===== src/rtl/multiport_regfile_commit_pkg.sv =====
// Shared types and constants for the multiport commit/regfile block.
// Contents:
//   ID_W, id_t          instruction ID carried with every writeback result
//   REG_AW              architectural register address width
//   DEF_* constants     default sizing shared by the top and its interface
//   sel_width()         index width for a one-of-n select, never below 1 bit
package multiport_regfile_commit_pkg;

    localparam int ID_W             = 4;
    localparam int REG_AW           = 5;
    localparam int DEF_XLEN         = 32;
    localparam int DEF_NUM_WB_UNITS = 4;

    typedef logic [ID_W-1:0] id_t;

    function automatic int sel_width(input int n);
        return (n > 1) ? $clog2(n) : 1;
    endfunction

endpackage


===== src/rtl/multiport_regfile_commit_if.sv =====
// Writeback-unit handshake bundle between the writeback units and the commit block.
// Signals:
//   unit_done  [N]         unit holds a valid result (held until acked)
//   unit_id    [N] id_t    instruction ID of the held result
//   unit_data  [N][XLEN]   result data
//   unit_ack   [N]         result accepted this cycle (zero-latency)
//   alu_issued             single-cycle ALU (unit 0) result valid this cycle
// Modports: master = writeback units side, slave = commit block side.
interface multiport_regfile_commit_if
    import multiport_regfile_commit_pkg::*;
#(
    parameter int NUM_WB_UNITS = DEF_NUM_WB_UNITS,
    parameter int XLEN         = DEF_XLEN
);

    logic [NUM_WB_UNITS-1:0]           unit_done;
    id_t  [NUM_WB_UNITS-1:0]           unit_id;
    logic [NUM_WB_UNITS-1:0][XLEN-1:0] unit_data;
    logic [NUM_WB_UNITS-1:0]           unit_ack;
    logic                              alu_issued;

    modport master (
        output unit_done,
        output unit_id,
        output unit_data,
        output alu_issued,
        input  unit_ack
    );

    modport slave (
        input  unit_done,
        input  unit_id,
        input  unit_data,
        input  alu_issued,
        output unit_ack
    );

endinterface


===== src/rtl/multiport_regfile_commit_bank.sv =====
// One register-file bank: a single write port and READ_PORTS combinational read ports.
// Contents are intentionally not reset; the live-value table decides which bank
// holds the current value of each register, so stale bank contents are never selected.
// Ports:
//   clk     clock
//   we      write enable (commit update for this bank's port)
//   waddr   write register address
//   wdata   write data
//   raddr   [READ_PORTS] read addresses
//   rdata   [READ_PORTS] read data, combinational
module regfile_bank
    import multiport_regfile_commit_pkg::*;
#(
    parameter int XLEN       = 32,
    parameter int NUM_REGS   = 32,
    parameter int READ_PORTS = 2
) (
    input  logic                                clk,
    input  logic                                we,
    input  logic [REG_AW-1:0]                   waddr,
    input  logic [XLEN-1:0]                     wdata,
    input  logic [READ_PORTS-1:0][REG_AW-1:0]   raddr,
    output logic [READ_PORTS-1:0][XLEN-1:0]     rdata
);

    logic [XLEN-1:0] mem_r [NUM_REGS];

    // Storage write on commit.
    always_ff @(posedge clk) begin
        if (we) begin
            mem_r[waddr] <= wdata;
        end
    end

    // Asynchronous read ports.
    always_comb begin
        rdata = '0;
        for (int r = 0; r < READ_PORTS; r++) begin
            rdata[r] = mem_r[raddr[r]];
        end
    end

endmodule


===== src/rtl/multiport_regfile_commit.sv =====
// Commit stage and LVT-banked register file.
// Round-robin arbitrates NUM_WB_UNITS writeback units onto COMMIT_PORTS commit ports,
// commits the newest write per register into one bank per port, steers reads through a
// live-value table, and forwards retiring data to a waiting store by instruction ID.
// Ports:
//   clk, rst         clock, asynchronous active-low reset
//   wb               writeback handshake (slave side): done/id/data in, ack out, alu_issued
//   ids_retiring     [W] ID on each commit port        retired [W] port carries a result
//   rd_addr          [W] dest reg of ids_retiring      id_for_rd [W] newest ID issued to rd_addr
//   rs_addr/rs_data  [R] combinational read ports
//   st_waiting/st_id/st_ack in, st_done/st_data out: store-forward capture
module multiport_regfile_commit
    import multiport_regfile_commit_pkg::*;
#(
    parameter int XLEN         = 32,
    parameter int NUM_REGS     = 32,
    parameter int NUM_WB_UNITS = 4,
    parameter int COMMIT_PORTS = 2,
    parameter int READ_PORTS   = 2,
    parameter bit FIXED_PORT0  = 1'b1,
    parameter bit BYPASS       = 1'b1
) (
    input  logic                                clk,
    input  logic                                rst,
    multiport_regfile_commit_if.slave           wb,
    output id_t  [COMMIT_PORTS-1:0]             ids_retiring,
    output logic [COMMIT_PORTS-1:0]             retired,
    input  logic [COMMIT_PORTS-1:0][REG_AW-1:0] rd_addr,
    input  id_t  [COMMIT_PORTS-1:0]             id_for_rd,
    input  logic [READ_PORTS-1:0][REG_AW-1:0]   rs_addr,
    output logic [READ_PORTS-1:0][XLEN-1:0]     rs_data,
    input  logic                                st_waiting,
    input  id_t                                 st_id,
    input  logic                                st_ack,
    output logic                                st_done,
    output logic [XLEN-1:0]                     st_data
);

    localparam int UNIT_W = sel_width(NUM_WB_UNITS);
    localparam int LVT_W  = sel_width(COMMIT_PORTS);

    logic [UNIT_W-1:0]                          rr_ptr_r;
    logic [LVT_W-1:0]                           lvt_r [NUM_REGS];
    logic                                       st_done_r;
    logic [XLEN-1:0]                            st_data_r;

    logic [NUM_WB_UNITS-1:0]                    ack_s;
    logic [COMMIT_PORTS-1:0]                    retired_s;
    id_t  [COMMIT_PORTS-1:0]                    ids_s;
    logic [COMMIT_PORTS-1:0][XLEN-1:0]          cdata_s;
    logic                                       grant_any_s;
    logic [UNIT_W-1:0]                          last_unit_s;
    logic [UNIT_W-1:0]                          next_ptr_s;
    logic [COMMIT_PORTS-1:0]                    update_s;
    logic [COMMIT_PORTS-1:0][READ_PORTS-1:0][XLEN-1:0] bank_rd_s;
    logic [READ_PORTS-1:0][XLEN-1:0]            rs_data_s;
    logic                                       st_match_s;
    logic [XLEN-1:0]                            st_cap_s;

    // Port arbitration: each free port in ascending order takes the first done,
    // not-yet-granted unit found walking from rr_ptr around the ring. Everything is
    // held at zero while reset is asserted.
    always_comb begin
        logic [UNIT_W:0]   sum_v;
        logic [UNIT_W-1:0] cand_v;
        logic              found_v;
        ack_s       = '0;
        retired_s   = '0;
        ids_s       = '0;
        cdata_s     = '0;
        grant_any_s = 1'b0;
        last_unit_s = '0;
        sum_v       = '0;
        cand_v      = '0;
        found_v     = 1'b0;
        if (rst) begin
            for (int p = 0; p < COMMIT_PORTS; p++) begin
                if (FIXED_PORT0 && (p == 0)) begin
                    // Port 0 belongs to the single-cycle ALU; no arbitration.
                    if (wb.alu_issued) begin
                        retired_s[0] = 1'b1;
                        ack_s[0]     = 1'b1;
                        ids_s[0]     = wb.unit_id[0];
                        cdata_s[0]   = wb.unit_data[0];
                    end else begin
                        retired_s[0] = 1'b0;
                    end
                end else begin
                    found_v = 1'b0;
                    for (int k = 0; k < NUM_WB_UNITS; k++) begin
                        sum_v = {1'b0, rr_ptr_r} + (UNIT_W+1)'(k);
                        if (sum_v >= (UNIT_W+1)'(NUM_WB_UNITS)) begin
                            sum_v = sum_v - (UNIT_W+1)'(NUM_WB_UNITS);
                        end else begin
                            sum_v = sum_v;
                        end
                        cand_v = sum_v[UNIT_W-1:0];
                        // ack_s doubles as the "already granted this cycle" mask.
                        if (!found_v && wb.unit_done[cand_v] && !ack_s[cand_v]
                            && !(FIXED_PORT0 && (cand_v == '0))) begin
                            found_v       = 1'b1;
                            ack_s[cand_v] = 1'b1;
                            retired_s[p]  = 1'b1;
                            ids_s[p]      = wb.unit_id[cand_v];
                            cdata_s[p]    = wb.unit_data[cand_v];
                            grant_any_s   = 1'b1;
                            last_unit_s   = cand_v;
                        end else begin
                            found_v = found_v;
                        end
                    end
                end
            end
        end else begin
            grant_any_s = 1'b0;
        end
    end

    // Next round-robin start: one past the last unit granted this cycle.
    always_comb begin
        logic [UNIT_W:0] nsum_v;
        nsum_v = {1'b0, last_unit_s} + (UNIT_W+1)'(1);
        if (nsum_v >= (UNIT_W+1)'(NUM_WB_UNITS)) begin
            next_ptr_s = '0;
        end else begin
            next_ptr_s = nsum_v[UNIT_W-1:0];
        end
    end

    // Round-robin pointer; holds when nothing was arbitrated.
    always_ff @(posedge clk or negedge rst) begin
        if (!rst) begin
            rr_ptr_r <= '0;
        end else if (grant_any_s) begin
            rr_ptr_r <= next_ptr_s;
        end else begin
            rr_ptr_r <= rr_ptr_r;
        end
    end

    // Commit qualification: only the newest ID for a register writes, never x0, and a
    // lower port already writing the same register wins. Stale results are still acked.
    always_comb begin
        update_s = '0;
        for (int p = 0; p < COMMIT_PORTS; p++) begin
            update_s[p] = retired_s[p] && (rd_addr[p] != '0)
                          && ((FIXED_PORT0 && (p == 0)) || (id_for_rd[p] == ids_s[p]));
            for (int q = 0; q < p; q++) begin
                if (update_s[q] && (rd_addr[q] == rd_addr[p])) begin
                    update_s[p] = 1'b0;
                end else begin
                    update_s[p] = update_s[p];
                end
            end
        end
    end

    // Live-value table: remembers which bank holds each register's newest value.
    always_ff @(posedge clk or negedge rst) begin
        if (!rst) begin
            for (int i = 0; i < NUM_REGS; i++) begin
                lvt_r[i] <= '0;
            end
        end else begin
            for (int p = 0; p < COMMIT_PORTS; p++) begin
                if (update_s[p]) begin
                    lvt_r[rd_addr[p]] <= LVT_W'(p);
                end
            end
        end
    end

    for (genvar g = 0; g < COMMIT_PORTS; g++) begin : g_bank
        regfile_bank #(
            .XLEN       (XLEN),
            .NUM_REGS   (NUM_REGS),
            .READ_PORTS (READ_PORTS)
        ) u_bank (
            .clk   (clk),
            .we    (update_s[g]),
            .waddr (rd_addr[g]),
            .wdata (cdata_s[g]),
            .raddr (rs_addr),
            .rdata (bank_rd_s[g])
        );
    end

    // Read steering through the LVT, with optional same-cycle bypass (lowest port wins).
    always_comb begin
        logic hit_v;
        rs_data_s = '0;
        hit_v     = 1'b0;
        for (int r = 0; r < READ_PORTS; r++) begin
            hit_v = 1'b0;
            if (rs_addr[r] == '0) begin
                rs_data_s[r] = '0;
            end else begin
                for (int p = 0; p < COMMIT_PORTS; p++) begin
                    if (lvt_r[rs_addr[r]] == LVT_W'(p)) begin
                        rs_data_s[r] = bank_rd_s[p][r];
                    end else begin
                        rs_data_s[r] = rs_data_s[r];
                    end
                end
                if (BYPASS) begin
                    for (int p = 0; p < COMMIT_PORTS; p++) begin
                        if (!hit_v && update_s[p] && (rd_addr[p] == rs_addr[r])) begin
                            hit_v        = 1'b1;
                            rs_data_s[r] = cdata_s[p];
                        end else begin
                            hit_v = hit_v;
                        end
                    end
                end else begin
                    hit_v = 1'b0;
                end
            end
        end
    end

    // Store-forward match: lowest retiring port carrying the awaited ID.
    always_comb begin
        st_match_s = 1'b0;
        st_cap_s   = '0;
        for (int p = 0; p < COMMIT_PORTS; p++) begin
            if (!st_match_s && st_waiting && retired_s[p] && (ids_s[p] == st_id)) begin
                st_match_s = 1'b1;
                st_cap_s   = cdata_s[p];
            end else begin
                st_match_s = st_match_s;
            end
        end
    end

    // Store-forward capture; a new match takes precedence over st_ack.
    always_ff @(posedge clk or negedge rst) begin
        if (!rst) begin
            st_done_r <= 1'b0;
            st_data_r <= '0;
        end else if (st_match_s) begin
            st_done_r <= 1'b1;
            st_data_r <= st_cap_s;
        end else if (st_ack) begin
            st_done_r <= 1'b0;
        end else begin
            st_done_r <= st_done_r;
        end
    end

    assign wb.unit_ack    = ack_s;
    assign retired        = retired_s;
    assign ids_retiring   = ids_s;
    assign rs_data        = rs_data_s;
    assign st_done        = st_done_r;
    assign st_data        = st_data_r;

endmodule

===== src/flat_wrapper.sv =====
// flat-port wrapper written by rule: the top's interface ports become plain ports
module multiport_regfile_commit_flat import multiport_regfile_commit_pkg::*;
#(
    parameter int XLEN         = 32,
    parameter int NUM_REGS     = 32,
    parameter int NUM_WB_UNITS = 4,
    parameter int COMMIT_PORTS = 2,
    parameter int READ_PORTS   = 2,
    parameter bit FIXED_PORT0  = 1'b1,
    parameter bit BYPASS       = 1'b1
)
  (clk, rst, ids_retiring, retired, rd_addr, id_for_rd, rs_addr, rs_data, st_waiting, st_id, st_ack, st_done, st_data, wb_unit_done, wb_unit_id, wb_unit_data, wb_alu_issued, wb_unit_ack);
  multiport_regfile_commit_if #(.NUM_WB_UNITS(NUM_WB_UNITS), .XLEN(XLEN)) wb_i ();
  input  logic clk;
  input  logic rst;
  output id_t  [COMMIT_PORTS-1:0] ids_retiring;
  output logic [COMMIT_PORTS-1:0] retired;
  input  logic [COMMIT_PORTS-1:0][REG_AW-1:0] rd_addr;
  input  id_t  [COMMIT_PORTS-1:0] id_for_rd;
  input  logic [READ_PORTS-1:0][REG_AW-1:0] rs_addr;
  output logic [READ_PORTS-1:0][XLEN-1:0] rs_data;
  input  logic st_waiting;
  input  id_t st_id;
  input  logic st_ack;
  output logic st_done;
  output logic [XLEN-1:0] st_data;
  input wire logic [$bits(wb_i.unit_done)-1:0] wb_unit_done;
  input wire logic [$bits(wb_i.unit_id)-1:0] wb_unit_id;
  input wire logic [$bits(wb_i.unit_data)-1:0] wb_unit_data;
  input wire logic [$bits(wb_i.alu_issued)-1:0] wb_alu_issued;
  output wire logic [$bits(wb_i.unit_ack)-1:0] wb_unit_ack;
  assign wb_i.unit_done = wb_unit_done;
  assign wb_i.unit_id = wb_unit_id;
  assign wb_i.unit_data = wb_unit_data;
  assign wb_i.alu_issued = wb_alu_issued;
  assign wb_unit_ack = wb_i.unit_ack;
  multiport_regfile_commit #(.XLEN(XLEN), .NUM_REGS(NUM_REGS), .NUM_WB_UNITS(NUM_WB_UNITS), .COMMIT_PORTS(COMMIT_PORTS), .READ_PORTS(READ_PORTS), .FIXED_PORT0(FIXED_PORT0), .BYPASS(BYPASS)) u_core (.clk(clk), .rst(rst), .wb(wb_i), .ids_retiring(ids_retiring), .retired(retired), .rd_addr(rd_addr), .id_for_rd(id_for_rd), .rs_addr(rs_addr), .rs_data(rs_data), .st_waiting(st_waiting), .st_id(st_id), .st_ack(st_ack), .st_done(st_done), .st_data(st_data));
endmodule

===== config.mk =====
export PLATFORM = sky130hd
export DESIGN_NAME = multiport_regfile_commit_flat
export DESIGN_NICKNAME = d
export VERILOG_FILES = /design/src/rtl/multiport_regfile_commit_pkg.sv /design/src/rtl/multiport_regfile_commit_if.sv /design/src/rtl/multiport_regfile_commit_bank.sv /design/src/rtl/multiport_regfile_commit.sv /design/src/flat_wrapper.sv
export SDC_FILE = /design/constraint.sdc
export NUM_CORES = 2
export LEC_CHECK = 0
export CAP_MARGIN = 10
export CORE_MARGIN = 2
export CORE_UTILIZATION = 45
export CTS_CLUSTER_DIAMETER = 150
export DETAILED_ROUTE_END_ITERATION = 8
export HOLD_SLACK_MARGIN = 0.06
export PLACE_DENSITY_LB_ADDON = 0.12
export REMOVE_ABC_BUFFERS = 1
export SETUP_SLACK_MARGIN = 0.2
export SLEW_MARGIN = 10
export SYNTH_ARGS = -nofsm -noshare
export SYNTH_HDL_FRONTEND = slang
export SYNTH_SLANG_ARGS = --single-unit

===== constraint.sdc =====
create_clock -name clk -period 22 [get_ports clk]
set_input_delay 4.4 -clock clk [delete_from_list [all_inputs] [get_ports clk]]
set_output_delay 4.4 -clock clk [all_outputs]
set_load 0.01 [all_outputs]

==> metrics.yaml <==
vias: 63320
reg2reg_slack_ns: 12.69
drive_gt1_frac: 0.3546
crit_type: "in -> out"
ioPinCount: 296
hold_viol: 0
row_count: 177
synth_seq_cells: 2115
grt_start_max_net_pins: 124
wl_mm: 384.0
leakage_nw: 36.63
dieArea_um2: 236400
start_util: 0.4512
grt_pass1_wl_mm: 522.5
min_period_ns: 15.30
synth_async_sr_flop_share: 0.03168
multi_input_area_um2: 40140
fin_hold_ws_ns: 0.4081
antenna_found_initial: 21
yosys.area.top_type_share: 0.5878
gp_congestion: 0.8337
cts-root-buf: "clkbuf_16"
critical_path_peak_fanout: 71
clock_latency_ns: 0.89
wl_per_cell_um: 43.80
coreArea_um2: 231900
ys.warnings.count: 0
holdCritStartpoint: "u_core.lvt_r[31]"
clock-sinks: 2115
dr.pass1.iters: 7
postCtsHoldBufs: 0
via_per_inst: 7.223
numPortBuffers: 291
synth_area_leader_cell: "edfxtp_1"
yosysSeqAreaShare: 0.6038
nets: 5712
rsz0062_at_grt: "false"
h-tree-depth: 4
dp_hpwl_mm: 219.3
num-fill-cells: 18330
cts_setup_buffers: 0
hold_class: "reg -> reg"
chipWidth_um: 486.2
synth.avg_cell_area_um2: 20.04
worst_slew_pin_slew_ns: 1.324
drt-initial-drc-count: 9886
min_to: "u_core.lvt_r[31]"
fmax_mhz: 65.35
r2r-end: "u_core.g_bank[1].u_bank.mem_r[2][15]"
grt_pass1_vias: 62990
cts_buffers: 224
synth_flop_cell: "edfxtp_1"
clkTransAtPathRegs_ns: 0.06
syn_area_um2: 104600
fin_skew_ns: 0.01936
setup_viol: 0
synth.distinct_cells: 75
tns_ns: 0
run_status: "finished clean"
drcViolationCount: 0
required_ns: 17.60
startpoint_type: "input pin"
synth_edf_count: 2048
grtUsageTotal: 0.3241
die_h_um: 486.2
ys_top_cells_by_area: "edfxtp_1, mux4_2, mux2i_1"
hold_depth: 0
syn-instance-count: 5222
drtAntennaViolNets: 0
drv_cap: 0
syn_to_final_growth_pct: 13.85
post_cts_resize_count: 0
seq_area_um2: 63180
critPathArrivalTime_ns: 10.90
grt-ovfl-total: 0
worstSetupEndpointType: "output port"
fin_crit_sh: 0.6956
ctsLongestPathBuffers: 3
ff2ff_path_depth: 17
cts_tree: "done"
slew_headroom: 0.1149
timing.rr.start: "u_core.rr_ptr_r[1]"
slew_viol_final: 0
power.density_nw_per_um2: 101.0
peakVddDrop_uv: 177.1
## metrics by stage
stage | setup slack (ns) | cells | utilization | area [um^2] | power [mW]
after floorplan | 5.421 | 4790 | - | 103000 | 6.922
after global placement | 6.896 | 8336 | 0.4827 | 111900 | 8.240
after detailed placement | 6.883 | 8336 | 0.4827 | 111900 | 8.292
after CTS | 6.881 | 8753 | 0.5135 | 119100 | 12.01
after global routing | 6.623 | 8762 | 0.5137 | 119100 | 12.37
final | 6.698 | 8766 | 0.5137 | 119100 | 12.03
## cell usage in the layout, fill, tap and decap left out, types with 11 or more instances in the layout
master	n
clkdlybuf4s50_1	281
nand4_1	102
a22oi_1	64
clkbuf_16	227
nor3_2	21
inv_1	51
buf_4	207
nor2_1	116
o31ai_1	18
clkinv_2	51
nand2b_1	36
clkbuf_1	42
nor2_4	31
bufinv_16	19
diode_2	12
and3_1	40
xor2_1	18
o211a_1	32
xnor2_1	11
conb_1	64
nand2_1	50
clkinv_1	56
dfrtp_1	66
mux2i_1	229
o22ai_1	35
o211ai_1	69
edfxtp_1	2048
o221ai_1	33
mux4_2	1380
o21ai_0	136
## cells in the mapped netlist (all sizes together) (3+ instances only)
master / number
o31ai: 19
nand4b: 3
o221ai: 33
nor2b: 3
nand4: 102
o211ai: 70
a221oi: 6
a211oi: 5
a22o: 4
mux4: 1380
nand2: 52
o21ai: 144
nand3b: 3
nand2b: 36
o22ai: 35
and3: 44
edfxtp: 2048
a31oi: 3
nand3: 9
inv: 52
a22oi: 64
a211o: 4
o311ai: 3
xnor2: 12
nor3: 41
o211a: 32
a311o: 3
nor2: 147
a21oi: 9
mux2i: 231
ha: 7
clkbuf: 337
dfrtp: 67
xor2: 18
buf: 158
and2: 8
## layer usage
| metal | part of all wire | track usage |
|---|---|---|
| met3 | 0.11 | 0.07959 |
| met2 | 0.46 | 0.4867 |
| met1 | 0.38 | 0.4511 |
| met4 | 0.048 | 0.1463 |
| met5 | 0.00025 | 0 |
## cell families (layout without fill, tap and decap cells)
family,after synthesis,after routing,share of synthesized area
other cells,1,76,0.00003584
fa+ha+maj,7,7,0.0008370
buf+inv,547,973,0.02008
xor+xnor,30,30,0.002583
compound gates,450,450,0.03045
flops,2115,2115,0.6038
mux,1612,1612,0.3193
simple gates,460,460,0.02297
## power breakdown
| group | leakage (nW) | internal (mW) | total [mW] | switching (mW) |
|---|---|---|---|---|
| Combinational | 15.1 | 1.07 | 3.21 | 2.14 |
| Sequential | 18.0 | 4.99 | 5.06 | 0.0669 |
| Clock | 3.53 | 2.12 | 3.76 | 1.64 |
## cell type report
type	count	area share
Clock inverter	142	0.01025
Inverter	52	0.001639
Multi-Input combinational cell	2623	0.3370
Antenna cell	12	0.0002521
Clock buffer	275	0.04970
Timing Repair Buffer	504	0.03881
Tap cell	3043	0.03196
Sequential cell	2115	0.5304
## worst max-delay path by stage
stage | startpoint | to | slack [ns]
final | wb_unit_done[3] | rs_data[45] | 6.70
after global routing | wb_unit_done[3] | rs_data[45] | 6.62
after CTS | wb_unit_done[3] | rs_data[45] | 6.88
after detailed placement | wb_unit_done[3] | rs_data[45] | 6.88
after global placement | wb_unit_done[3] | rs_data[45] | 6.90
after floorplan | u_core.rr_ptr_r[0] | rs_data[0] | 5.42
## critical path: stages
cell             delay (ns)
clkdlybuf4s50_1        0.45
mux2i_1                0.53
a221o_1                0.41
and3_4                 0.25
buf_4                  0.79
a22o_1                 0.25
a21oi_1                0.08
a221o_1                0.44
o31ai_4                0.31
buf_12                 0.43
and3_2                 0.70
buf_4                  0.55
o21ai_0                0.52
clkdlybuf4s50_1        0.65
## sequential cells by signal, indices dropped and copies added (netlist names)
| register | flops |
|---|---|
| u_core.st_done | 1 |
| u_core.lvt_r | 32 |
| u_core.g_bank.u_bank.mem_r | 2048 |
| u_core.rr_ptr_r | 2 |
| u_core.st_data | 32 |
(Power assumes the default switching activity.)
